## src/rtl/dm_port_arbiter.sv

```systemverilog
// Round-robin arbiter sharing one data-memory port between the CPU (port C)
// and a DMA/debug master (port D), one transaction at a time, with timeout.
module dm_port_arbiter #(
    parameter int ADDR_W  = 32,
    parameter int DATA_W  = 32,
    parameter int TIMEOUT = 15
) (
    input  logic                clk,
    input  logic                reset,
    input  logic                c_req,
    input  logic                c_we,
    input  logic [ADDR_W-1:0]   c_addr,
    input  logic [DATA_W-1:0]   c_wdata,
    input  logic [DATA_W/8-1:0] c_byteen,
    output logic [DATA_W-1:0]   c_rdata,
    output logic                c_done,
    input  logic                d_req,
    input  logic                d_we,
    input  logic [ADDR_W-1:0]   d_addr,
    input  logic [DATA_W-1:0]   d_wdata,
    input  logic [DATA_W/8-1:0] d_byteen,
    output logic [DATA_W-1:0]   d_rdata,
    output logic                d_done,
    output logic                m_req,
    output logic                m_we,
    output logic [ADDR_W-1:0]   m_addr,
    output logic [DATA_W-1:0]   m_wdata,
    output logic [DATA_W/8-1:0] m_byteen,
    input  logic [DATA_W-1:0]   m_rdata,
    input  logic                m_ready,
    output logic                busy,
    output logic                err
);
    localparam int BE_W = DATA_W / 8;
    localparam logic [7:0] TO_LAST = 8'(TIMEOUT - 1);

    typedef enum logic [1:0] {IDLE, ACCESS, RESP} state_t;

    state_t              state_reg, state_next;
    logic                win_reg, win_next;     // 0 = C, 1 = D
    logic                last_reg, last_next;
    logic [7:0]          cnt_reg, cnt_next;
    logic                we_reg, we_next;
    logic [ADDR_W-1:0]   addr_reg, addr_next;
    logic [DATA_W-1:0]   wdata_reg, wdata_next;
    logic [BE_W-1:0]     be_reg, be_next;
    logic                m_req_reg, m_req_next;
    logic                err_reg, err_next;
    logic [DATA_W-1:0]   c_rdata_reg, c_rdata_next;
    logic [DATA_W-1:0]   d_rdata_reg, d_rdata_next;
    logic                grant_d;
    logic                resp_load;
    logic [DATA_W-1:0]   resp_data;
    logic [1:0]          done_vec;

    always_comb begin
        state_next   = state_reg;
        win_next     = win_reg;
        last_next    = last_reg;
        cnt_next     = cnt_reg;
        we_next      = we_reg;
        addr_next    = addr_reg;
        wdata_next   = wdata_reg;
        be_next      = be_reg;
        m_req_next   = m_req_reg;
        err_next     = err_reg;
        c_rdata_next = c_rdata_reg;
        d_rdata_next = d_rdata_reg;
        grant_d      = 1'b0;
        resp_load    = 1'b0;
        resp_data    = '0;

        case (state_reg)
            IDLE: begin
                if (c_req || d_req) begin
                    // On a tie, D wins only if C was served last
                    grant_d    = d_req && (!c_req || !last_reg);
                    win_next   = grant_d;
                    we_next    = grant_d ? d_we     : c_we;
                    addr_next  = grant_d ? d_addr   : c_addr;
                    wdata_next = grant_d ? d_wdata  : c_wdata;
                    be_next    = grant_d ? d_byteen : c_byteen;
                    cnt_next   = '0;
                    err_next   = 1'b0;
                    if (we_next && (be_next == '0)) begin
                        state_next = RESP;
                        resp_load  = 1'b1;
                    end else begin
                        state_next = ACCESS;
                        m_req_next = 1'b1;
                    end
                end
            end
            ACCESS: begin
                if (m_ready) begin
                    state_next = RESP;
                    m_req_next = 1'b0;
                    resp_load  = 1'b1;
                    resp_data  = we_reg ? '0 : m_rdata;
                end else if (cnt_reg == TO_LAST) begin
                    state_next = RESP;
                    m_req_next = 1'b0;
                    err_next   = 1'b1;
                    resp_load  = 1'b1;
                end else begin
                    cnt_next = cnt_reg + 8'd1;
                end
            end
            RESP: begin
                state_next = IDLE;
                last_next  = win_reg;
                cnt_next   = '0;
                err_next   = 1'b0;
            end
            default: state_next = IDLE;
        endcase

        if (resp_load) begin
            if (win_next) d_rdata_next = resp_data;
            else          c_rdata_next = resp_data;
        end
    end

    always_ff @(posedge clk or negedge reset) begin
        if (!reset) begin
            state_reg   <= IDLE;
            win_reg     <= 1'b0;
            last_reg    <= 1'b1;
            cnt_reg     <= '0;
            we_reg      <= 1'b0;
            addr_reg    <= '0;
            wdata_reg   <= '0;
            be_reg      <= '0;
            m_req_reg   <= 1'b0;
            err_reg     <= 1'b0;
            c_rdata_reg <= '0;
            d_rdata_reg <= '0;
        end else begin
            state_reg   <= state_next;
            win_reg     <= win_next;
            last_reg    <= last_next;
            cnt_reg     <= cnt_next;
            we_reg      <= we_next;
            addr_reg    <= addr_next;
            wdata_reg   <= wdata_next;
            be_reg      <= be_next;
            m_req_reg   <= m_req_next;
            err_reg     <= err_next;
            c_rdata_reg <= c_rdata_next;
            d_rdata_reg <= d_rdata_next;
        end
    end

    genvar gi;
    generate
        for (gi = 0; gi < 2; gi++) begin : g_done
            assign done_vec[gi] = (state_reg == RESP) && (win_reg == 1'(gi));
        end
    endgenerate

    // Memory side comes straight from the latched transaction registers
    assign m_req    = m_req_reg;
    assign m_we     = we_reg;
    assign m_addr   = addr_reg;
    assign m_wdata  = wdata_reg;
    assign m_byteen = be_reg;
    assign c_rdata  = c_rdata_reg;
    assign d_rdata  = d_rdata_reg;
    assign c_done   = done_vec[0];
    assign d_done   = done_vec[1];
    assign busy     = (state_reg != IDLE);
    assign err      = err_reg;
endmodule

```

## config.mk

```make
export PLATFORM = sky130hd
export DESIGN_NAME = dm_port_arbiter
export DESIGN_NICKNAME = d
export VERILOG_FILES = /design/src/rtl/dm_port_arbiter.sv
export SDC_FILE = /design/constraint.sdc
export NUM_CORES = 1
export LEC_CHECK = 0
export CAP_MARGIN = 15
export CORE_MARGIN = 5
export CORE_UTILIZATION = 41
export DETAILED_ROUTE_END_ITERATION = 10
export GPL_ROUTABILITY_DRIVEN = 0
export GPL_TIMING_DRIVEN = 0
export PLACE_DENSITY = 0.78
export SETUP_SLACK_MARGIN = 0.5
export SYNTH_ARGS = -nofsm -noshare
export SYNTH_HDL_FRONTEND = slang
export SYNTH_SLANG_ARGS = --single-unit
```

## constraint.sdc

```tcl
create_clock -name clk -period 2.39 [get_ports clk]
set_input_delay 0.478 -clock clk [delete_from_list [all_inputs] [get_ports clk]]
set_output_delay 0.478 -clock clk [all_outputs]
set_load 0.02 [all_outputs]
```

Yosys cells after proc, flatten, opt, wreduce, memory -nomap -nowiden:

Index checks and enable logic that the tools add are counted.

* flip-flop bits (word level): 147
* input bits: 175
* output and inout bits: 138
* word-level logic and storage cells: 76

* add/subtract/negate cells: 1
* equal/unequal tests: 9
* muxes and demuxes: 32
* bitwise logic cells: 2
* reductions and logical operators: 20

Operators with widths (number)
* $mux 32: 5
* $mux 8: 3
* $pmux 8 s3: 1
* $mux 1: 14
* $reduce_and 4->1: 3
* $ne 2x2->1 const B: 5
* $add 8x1->8 const B: 1
* $eq 8x4->1 const B: 1
* $mux 2: 4
* $reduce_and 2->1: 4
* $logic_and 1x1->1: 4
* $logic_not 4->1: 1
* $mux 4: 1
* $pmux 1 s2: 2
* $pmux 2 s2: 1
* $reduce_bool 2->1: 2
* $ne 3x3->1 const B: 1
* $pmux 1 s3: 1
* $reduce_bool 3->1: 1
* $eq 2x1->1 const B: 1
* $eq 2x2->1 const B: 1
* $logic_not 1->1: 2
* $logic_not 2->1: 1
* $logic_or 1x1->1: 2
* $not 1->1: 2

Logic depth before layout (Yosys ltp):

Gate-level depths: netlist of the first run.

* word-level depth: 10
* mapped depth: 8
* gate-level depth less buffers: 7

Least setup slack after synthesis of the first run:

Ideal clock, no wire load.

* path type: input port to flip-flop
* start point: input d_req
* end point: register d_rdata_reg[10], in the netlist d_rdata[10]
* library setup time: 0.125 ns
* data arrival time: 1.877 ns
* required time: 2.265 ns
* path slack: 0.388 ns
* stages on the path: 7
* buffers on the path: 2
* path through: a21boi_1 buf_2 nand3b_1 a21o_1 a21boi_4 buf_6 mux2_2

* word-level cells in the longest chain between the ends: 8
* elaborated cells between the ends (all ways): 12
* those cells by class: mux: 7; reduce/logical: 5

RTL lines
* from (decl): line 17 `input logic d_req,`
* $logic_and 1x1->1: line 77 `grant_d = d_req && (!c_req || !last_reg);`
* $mux 4: line 82 `be_next = grant_d ? d_byteen : c_byteen;`
* $logic_not 4->1: line 85 `if (we_next && (be_next == '0)) begin`
* $logic_and 1x1->1: line 85
* $mux 1: line 85
* $mux 1: line 75 `if (c_req || d_req) begin`
* $pmux 1 s2: line 73 `case (state_reg)`
* $reduce_and 2->1 (no line) *
* to (signal assigned): line 150 `d_rdata_reg <= d_rdata_next;`
* to (decl): line 50 `logic [DATA_W-1:0] d_rdata_reg, d_rdata_next;`

Every way passes the cells marked *; elsewhere a longest branch is shown, timed or not.
A chain may end at the register's enable or synchronous reset.

Worst setup path in the final report of the first run:

* start point: register cnt_reg[0]
* end point: register c_rdata_reg[2], in the netlist c_rdata[2]

* word-level cells in the longest chain between the ends: 5

RTL lines
* from (decl): line 42 `logic [7:0] cnt_reg, cnt_next;`
* from (signal assigned): line 142 `cnt_reg <= cnt_next;`
* $eq 8x4->1: line 100 `end else if (cnt_reg == TO_LAST) begin`
* $mux 1: line 100
* $mux 1: line 95 `if (m_ready) begin`
* $pmux 1 s2: line 73
* $reduce_and 2->1 (no line)
* to (signal assigned): line 149 `c_rdata_reg <= c_rdata_next;`
* to (decl): line 49 `logic [DATA_W-1:0] c_rdata_reg, c_rdata_next;`

Every way passes these cells.

==> results of run 1 <==
==> metrics by stage <==
stage / cells / util (%) / cell area, um2 / power, W
3_5_place_dp: 1083 / 63.4 / 9960 / 0.00977
2_1_floorplan: 554 / - / 6540 / 0.00683
3_3_place_gp: 1082 / 63.2 / 9930 / 0.00967
4_1_cts: 1134 / 70.1 / 11000 / 0.0129
6_report: 1143 / 72.6 / 11400 / 0.0129
5_1_grt: 1143 / 72.6 / 11400 / 0.0135
==> cells by family (layout without fill, tap and decap cells) <==
| logic type | after synthesis | in the layout | synth area share, % |
|---|---|---|---|
| AO/OA/AOI/OAI | 91 | 91 | 7.79 |
| XOR/XNOR | 4 | 4 | 0.538 |
| adder cells (fa/ha/maj) | 2 | 2 | 0.384 |
| buffers and inverters | 37 | 406 | 2.96 |
| flip-flops | 147 | 147 | 56.5 |
| multiplexers | 132 | 132 | 21.5 |
| other | 0 | 4 | 0 |
| AND/OR/NAND/NOR | 141 | 141 | 10.3 |
==> power breakdown <==
group | internal (W) | switching [W] | total, W
Clock | 0.00176 | 0.00102 | 0.00277
Combinational | 0.00291 | 0.00325 | 0.00616
Sequential | 0.00346 | 0.000525 | 0.00398
==> layout make-up <==
class	instances	area [um2]	share of cell area, %
clock inverter	10	159	1.39
sequential	147	3680	32.3
clock buffer	20	447	3.92
tap	216	270	2.37
antenna	4	10.0	0.0878
buffer	33	233	2.04
multi-input combinational	370	2970	26.0
timing repair buffer	339	3620	31.8
inverter	4	15.0	0.132
==> worst paths after layout <==
kind	from	end	slack, ns
setup / recovery	cnt_reg[0]$_DFFE_PN0P_	c_rdata[2]$_DFFE_PN0P_	0.23
hold / removal	reset	d_rdata[7]$_DFFE_PN0P_	0.06
setup reg to reg	cnt_reg[0]$_DFFE_PN0P_	c_rdata[2]$_DFFE_PN0P_	0.23
hold reg to reg	m_wdata[4]$_DFFE_PN0P_	m_wdata[4]$_DFFE_PN0P_	0.47
max in group asynchronous	reset	m_wdata[30]$_DFFE_PN0P_	1.52
min in group clk	m_wdata[4]$_DFFE_PN0P_	m_wdata[4]$_DFFE_PN0P_	0.47
==> metal layers <==
layer / global-route usage (%) / vias to the layer above / share of wire, %
met5: 0 / - / 0
met4: 7.00 / 0 / 2.3
met3: 7.99 / 42 / 8.6
met2: 41.5 / 239 / 53
met1: 24.6 / 2740 / 36
li1: - / 2652 / -
==> layout by cell type (no fill, tap or decap), types with 6 or more instances in the layout <==
| cell | netlist | layout |
|---|---|---|
| mux2i_1 | 68 | 67 |
| nor2_1 | 11 | 10 |
| dlygate4sd2_1 | 0 | 54 |
| nand2_1 | 77 | 77 |
| buf_12 | 0 | 6 |
| clkbuf_1 | 17 | 8 |
| buf_6 | 6 | 9 |
| o21ai_0 | 73 | 70 |
| and2_1 | 34 | 34 |
| buf_4 | 0 | 10 |
| clkbuf_2 | 0 | 15 |
| clkdlybuf4s50_1 | 0 | 180 |
| clkbuf_16 | 0 | 18 |
| dlymetal6s2s_1 | 0 | 74 |
| mux2_4 | 0 | 60 |
| dfrtp_1 | 146 | 146 |
| buf_2 | 7 | 6 |
| buf_8 | 0 | 6 |
==> timing repair <==
action,4_1_cts,5_1_grt
gates cloned,5,1
buffers inserted,16,4
endpoints found under the setup margin,188,201
resized for setup,134,131
hold buffers,0,0
pin swaps,5,6
hold endpoints to repair,0,0
==> results.json, run 1 <==
{
  "status": "complete, no violations",
  "dieHeight_um": 136,
  "design.core.area_um2": 15700,
  "dp_worst_setup_slack_ns": -0.566,
  "initial_antenna_violation_count": 4,
  "yosys.cell_count.top_type": "dfrtp_1",
  "finalClockSkew_ns": 0.0110,
  "asyncSetResetFlopFracSynth_pct": 100,
  "cts_buffers": 17,
  "io-pin-count": 313,
  "synth_largest_type_area_fraction_pct": 56.1,
  "synth.avg_cell_area_um2": 11.7,
  "remaining_drc_errors": 0,
  "finalCriticalPeriod_ns": 2.16,
  "cts.clk_slew.worst_paths_ns": 0.06,
  "synth_area_leaders": "dfrtp_1 56%, mux2i_1 10%, mux2_2 9.7%",
  "finalWorstSetupSlack_ns": 0.230,
  "grt_setup_unrepaired": "true",
  "grt_usage_pct": 22.7,
  "start_util_pct": 41.4,
  "clk_path_buf_depth": 2,
  "wl_per_cell_um": 19.3,
  "critical_path.slowest_cell": "dfrtp_1",
  "yosys.cell_types.count": 39,
  "number_of_synthesized_register_bits": 147,
  "timing.critical_path.slowest_cell_delay_ns": 0.37,
  "io_buffers": 312,
  "slew_violations": 0,
  "final.fill_count": 1103,
  "pwr_density_cell_nw_per_um2": 1130,
  "timing_hold_violations_final": 0,
  "relative_max_transition_margin_pct": 56.3,
  "critical_path_buf_inv_count": 4,
  "cell_chosen_for_the_clock_root": "clkbuf_16",
  "power.leakage_nw": 6.32,
  "htree_levels": 4,
  "synth_edf_count": 0,
  "fmaxAchievable_ghz": 0.463,
  "dr_vias": 5673,
  "grt_first_pass_wirelength_um": 32200,
  "area.growth.synth_to_final_pct": 75.2,
  "rows": 46,
  "vias_per_cell": 4.96,
  "synth.cells.most_frequent": "146 x dfrtp_1, 77 x nand2_1, 73 x o21ai_0",
  "timing_worst_slew_pin_value_ns": 0.656,
  "setup.worst_path.end_class": "register",
  "finalCritPeriodShare_pct": 90.4,
  "drive_gt1_share_pct": 18.2,
  "synth_area_um2": 6510,
  "clock_tree_from_tritoncts": "built",
  "synth_net_count": 731,
  "design.die.area_um2": 18500,
  "worst_hold_slack_ns": 0.0602,
  "detailed_place_hpwl_um": 15600,
  "critical-path-top-cell-by-count": "buf_6",
  "finalNetCount": 1089,
  "cp.depth": 10,
  "timing.hold.worst.class": "in2async",
  "grt_overflow": 0,
  "worstSkewPairLatency_ns": 0.42,
  "synth.yosys.seq_area_share_pct": 56.5,
  "drt-initial-drc-count": 198,
  "yosysWarningCount": 0,
  "synth_flop_cell": "dfrtp_1",
  "synthesis.instances": 554,
  "first_global_vias": 5866,
  "worst_path_dominant_cell_family": "simple AND/OR/NAND/NOR gates",
  "worst_setup_path_start_kind": "register",
  "timing.critical_path.arrival_ns": 2.46,
  "dieWidth_um": 136,
  "cts.sink_count": 147,
  "synth_largest_area_cell": "dfrtp_1",
  "path_cells": "inv_1 > ha_1 > nand4b_1 > nor4_4 > o21ai_4 > a21oi_4 > buf_6 > buf_6 > buf_16 > mux2_4",
  "r2r_cells": 10,
  "cap_viol_max_count": 0,
  "drt_pass1_iterations": 4,
  "finalWirelength_um": 22000,
  "critPathRequiredTime_ns": 2.69,
  "worst_ir_drop_vdd_uv": 571,
  "number_of_antenna_violating_nets_in_the_routed_design": 0,
  "setup-tns-final_ns": 0,
  "final-setup-viol-count": 0,
  "largest_net_degree_at_the_start_of_global_routing": 79,
  "path_max_fanout": 5,
  "worst-setup-path-type": "reg2reg"
}
No activity file was read; power rests on OpenSTA's default activity.
==> run 2: changes to the inputs <==
Settings changed: SETUP_SLACK_MARGIN 0.5 to 0.15.
==> run 2 against run 1 <==
Sequential power is essentially flat. Utilization is 4.7 points lower. First-iteration DRC count is 21% lower. Register-to-register slack worse by 0.03 ns. Sequential share of layout area up 2.2 points. Setup slack worse by 0.034 ns. Wire length down 7.7%. Clock power decreased by 9.7%. Non-clock buffer count decreased by 18. Critical endpoint is now d_rdata[9]$_DFFE_PN0P_. Highest routed layer unchanged.
==> results.json, run 2 (same netlist as run 1, synthesis figures left out) <==
{
  "status": "complete, no violations",
  "wl_per_cell_um": 18.1,
  "initial_antenna_violation_count": 0,
  "n_antenna_cell": 0,
  "highest_layer": "met4",
  "wirelength_met1_um": 7820,
  "critPathRequiredTime_ns": 2.68,
  "r2r_cells": 9,
  "dr_vias": 5488,
  "finalWirelength_um": 20400,
  "wl_met2_um": 10100,
  "power.leakage_nw": 4.78,
  "rows": 46,
  "relative_max_transition_margin_pct": 53.2,
  "clk_path_buf_depth": 2,
  "remaining_drc_errors": 0,
  "drt_pass1_iterations": 4,
  "layout.cell_area.non_filler_um2": 10700,
  "cts.clk_slew.worst_paths_ns": 0.06,
  "cts_buffers": 17,
  "worst-setup-path-type": "in2reg",
  "combined_area_of_the_multi_input_logic_cells_um2": 2670,
  "grt_first_pass_wirelength_um": 30900,
  "finalClockSkew_ns": 0.00989,
  "cap_viol_max_count": 0,
  "worst_hold_slack_ns": 0.0766,
  "grt_overflow": 0,
  "r2r_end": "c_rdata[9]$_DFFE_PN0P_",
  "setup.worst_path.end_class": "register",
  "cts.sink_count": 147,
  "first_global_vias": 5600,
  "path_max_fanout": 10,
  "worstSkewPairLatency_ns": 0.42,
  "timing_worst_slew_pin_value_ns": 0.703,
  "final.fill_count": 1254,
  "most-common-layout-cells": "308 x clkdlybuf4s50_1, 146 x dfrtp_1, 77 x nand2_1, 72 x o21ai_0, 68 x mux2i_1",
  "startpoint": "c_req",
  "wl_met3_um": 1890,
  "timing_hold_violations_final": 0,
  "start_util_pct": 41.4,
  "htree_levels": 4,
  "reg2reg_setup_slack_ns": 0.20,
  "fmaxAchievable_ghz": 0.456,
  "finalWorstSetupSlack_ns": 0.197,
  "layout.cells.most_common": "clkdlybuf4s50_1",
  "finalCritPeriodShare_pct": 91.8,
  "grt_usage_pct": 21.9,
  "largest_net_degree_at_the_start_of_global_routing": 76,
  "number_of_antenna_violating_nets_in_the_routed_design": 0,
  "io-pin-count": 313,
  "drt-initial-drc-count": 157,
  "worst_ir_drop_vdd_uv": 559,
  "cell_chosen_for_the_clock_root": "clkbuf_16",
  "pwr_density_cell_nw_per_um2": 1160,
  "finalNetCount": 1071,
  "area.growth.synth_to_final_pct": 63.8,
  "finalCriticalPeriod_ns": 2.19,
  "worst_setup_path_start_kind": "primary input",
  "placedCellCount": 1083,
  "detailed_place_hpwl_um": 15800,
  "seq_area_um2": 3680,
  "dieHeight_um": 136,
  "vias_per_cell": 4.89,
  "timing.hold.worst.class": "in2async",
  "timing.critical_path.arrival_ns": 2.48,
  "utilization_pct": 67.9,
  "final_cell_count_no_fill": 1123,
  "design.core.area_um2": 15700,
  "dp_worst_setup_slack_ns": -0.393,
  "slew_violations": 0,
  "clock_tree_from_tritoncts": "built",
  "design.die.area_um2": 18500,
  "io_buffers": 312,
  "dieWidth_um": 136,
  "rr_startpoint": "cnt_reg[0]$_DFFE_PN0P_",
  "final-setup-viol-count": 0,
  "drive_gt1_share_pct": 13.5,
  "dpl_cell_area_um2": 9930,
  "grt_setup_unrepaired": "true"
}
run 2: cell count changes in the layout (fill, tap and decap cells not counted), moves of 4 or more:
cell	before	now
clkdlybuf4s50_1	180	308
dlymetal6s2s_1	74	1
mux2_4	60	0
dlygate4sd2_1	54	2
mux2_2	4	56
clkbuf_2	15	2
clkbuf_1	8	17
mux2_1	0	8
buf_6	9	3
buf_4	10	5
buf_12	6	2
diode_2	4	0
run 2: worst max path at each step:
stage                              end  slack, ns
2_1_floorplan  d_rdata[10]$_DFFE_PN0P_       0.39
3_5_place_dp   m_byteen[1]$_DFFE_PN0P_      -0.39
6_report        d_rdata[9]$_DFFE_PN0P_       0.20
5_1_grt         d_rdata[6]$_DFFE_PN0P_       0.09
3_3_place_gp     m_addr[3]$_DFFE_PN0P_      -5.09
4_1_cts         c_rdata[9]$_DFFE_PN0P_       0.15
run 2: layout make-up:
class,instances,area share (%)
buffer,33,1.85
sequential,147,34.5
clock buffer,20,4.19
multi-input combinational,370,25.1
tap,216,2.53
clock inverter,12,1.02
inverter,4,0.141
timing repair buffer,321,30.7
run 2: worst max-delay path: stages:
cell             delay (ns)
clkdlybuf4s50_1        0.51
a21boi_1               0.08
buf_4                  0.15
nand3b_1               0.19
a21o_4                 0.27
a21boi_4               0.17
buf_12                 0.14
buf_8                  0.14
mux2_2                 0.33
run 2: routing by layer:
metal	track usage, %	vias to the layer above
met5	0	-
met4	7.89	0
met3	8.14	33
met2	36.9	222
met1	25.6	2628
li1	-	2605
run 2: per-stage QoR:
stage | setup TNS (ns) | power [W]
2_1_floorplan | 0 | 0.00680
3_3_place_gp | -772.17 | 0.00964
3_5_place_dp | -28.57 | 0.00976
4_1_cts | 0 | 0.0123
5_1_grt | 0 | 0.0130
6_report | 0 | 0.0123
run 2: report_power, final:
part           leakage (nW)  internal, W  switching [W]
clock network         0.270      0.00146        0.00104
logic                  2.59      0.00278        0.00306
registers              1.91      0.00346       0.000535
total                  4.78      0.00770        0.00463
run 2: what timing repair did:
action / in CTS / in global routing
buffers inserted: 1 / 5
hold buffers: 0 / 0
cloned: 0 / 2
resized for setup: 7 / 13
pin swaps: 1 / 2
endpoints found under the setup margin: 83 / 83
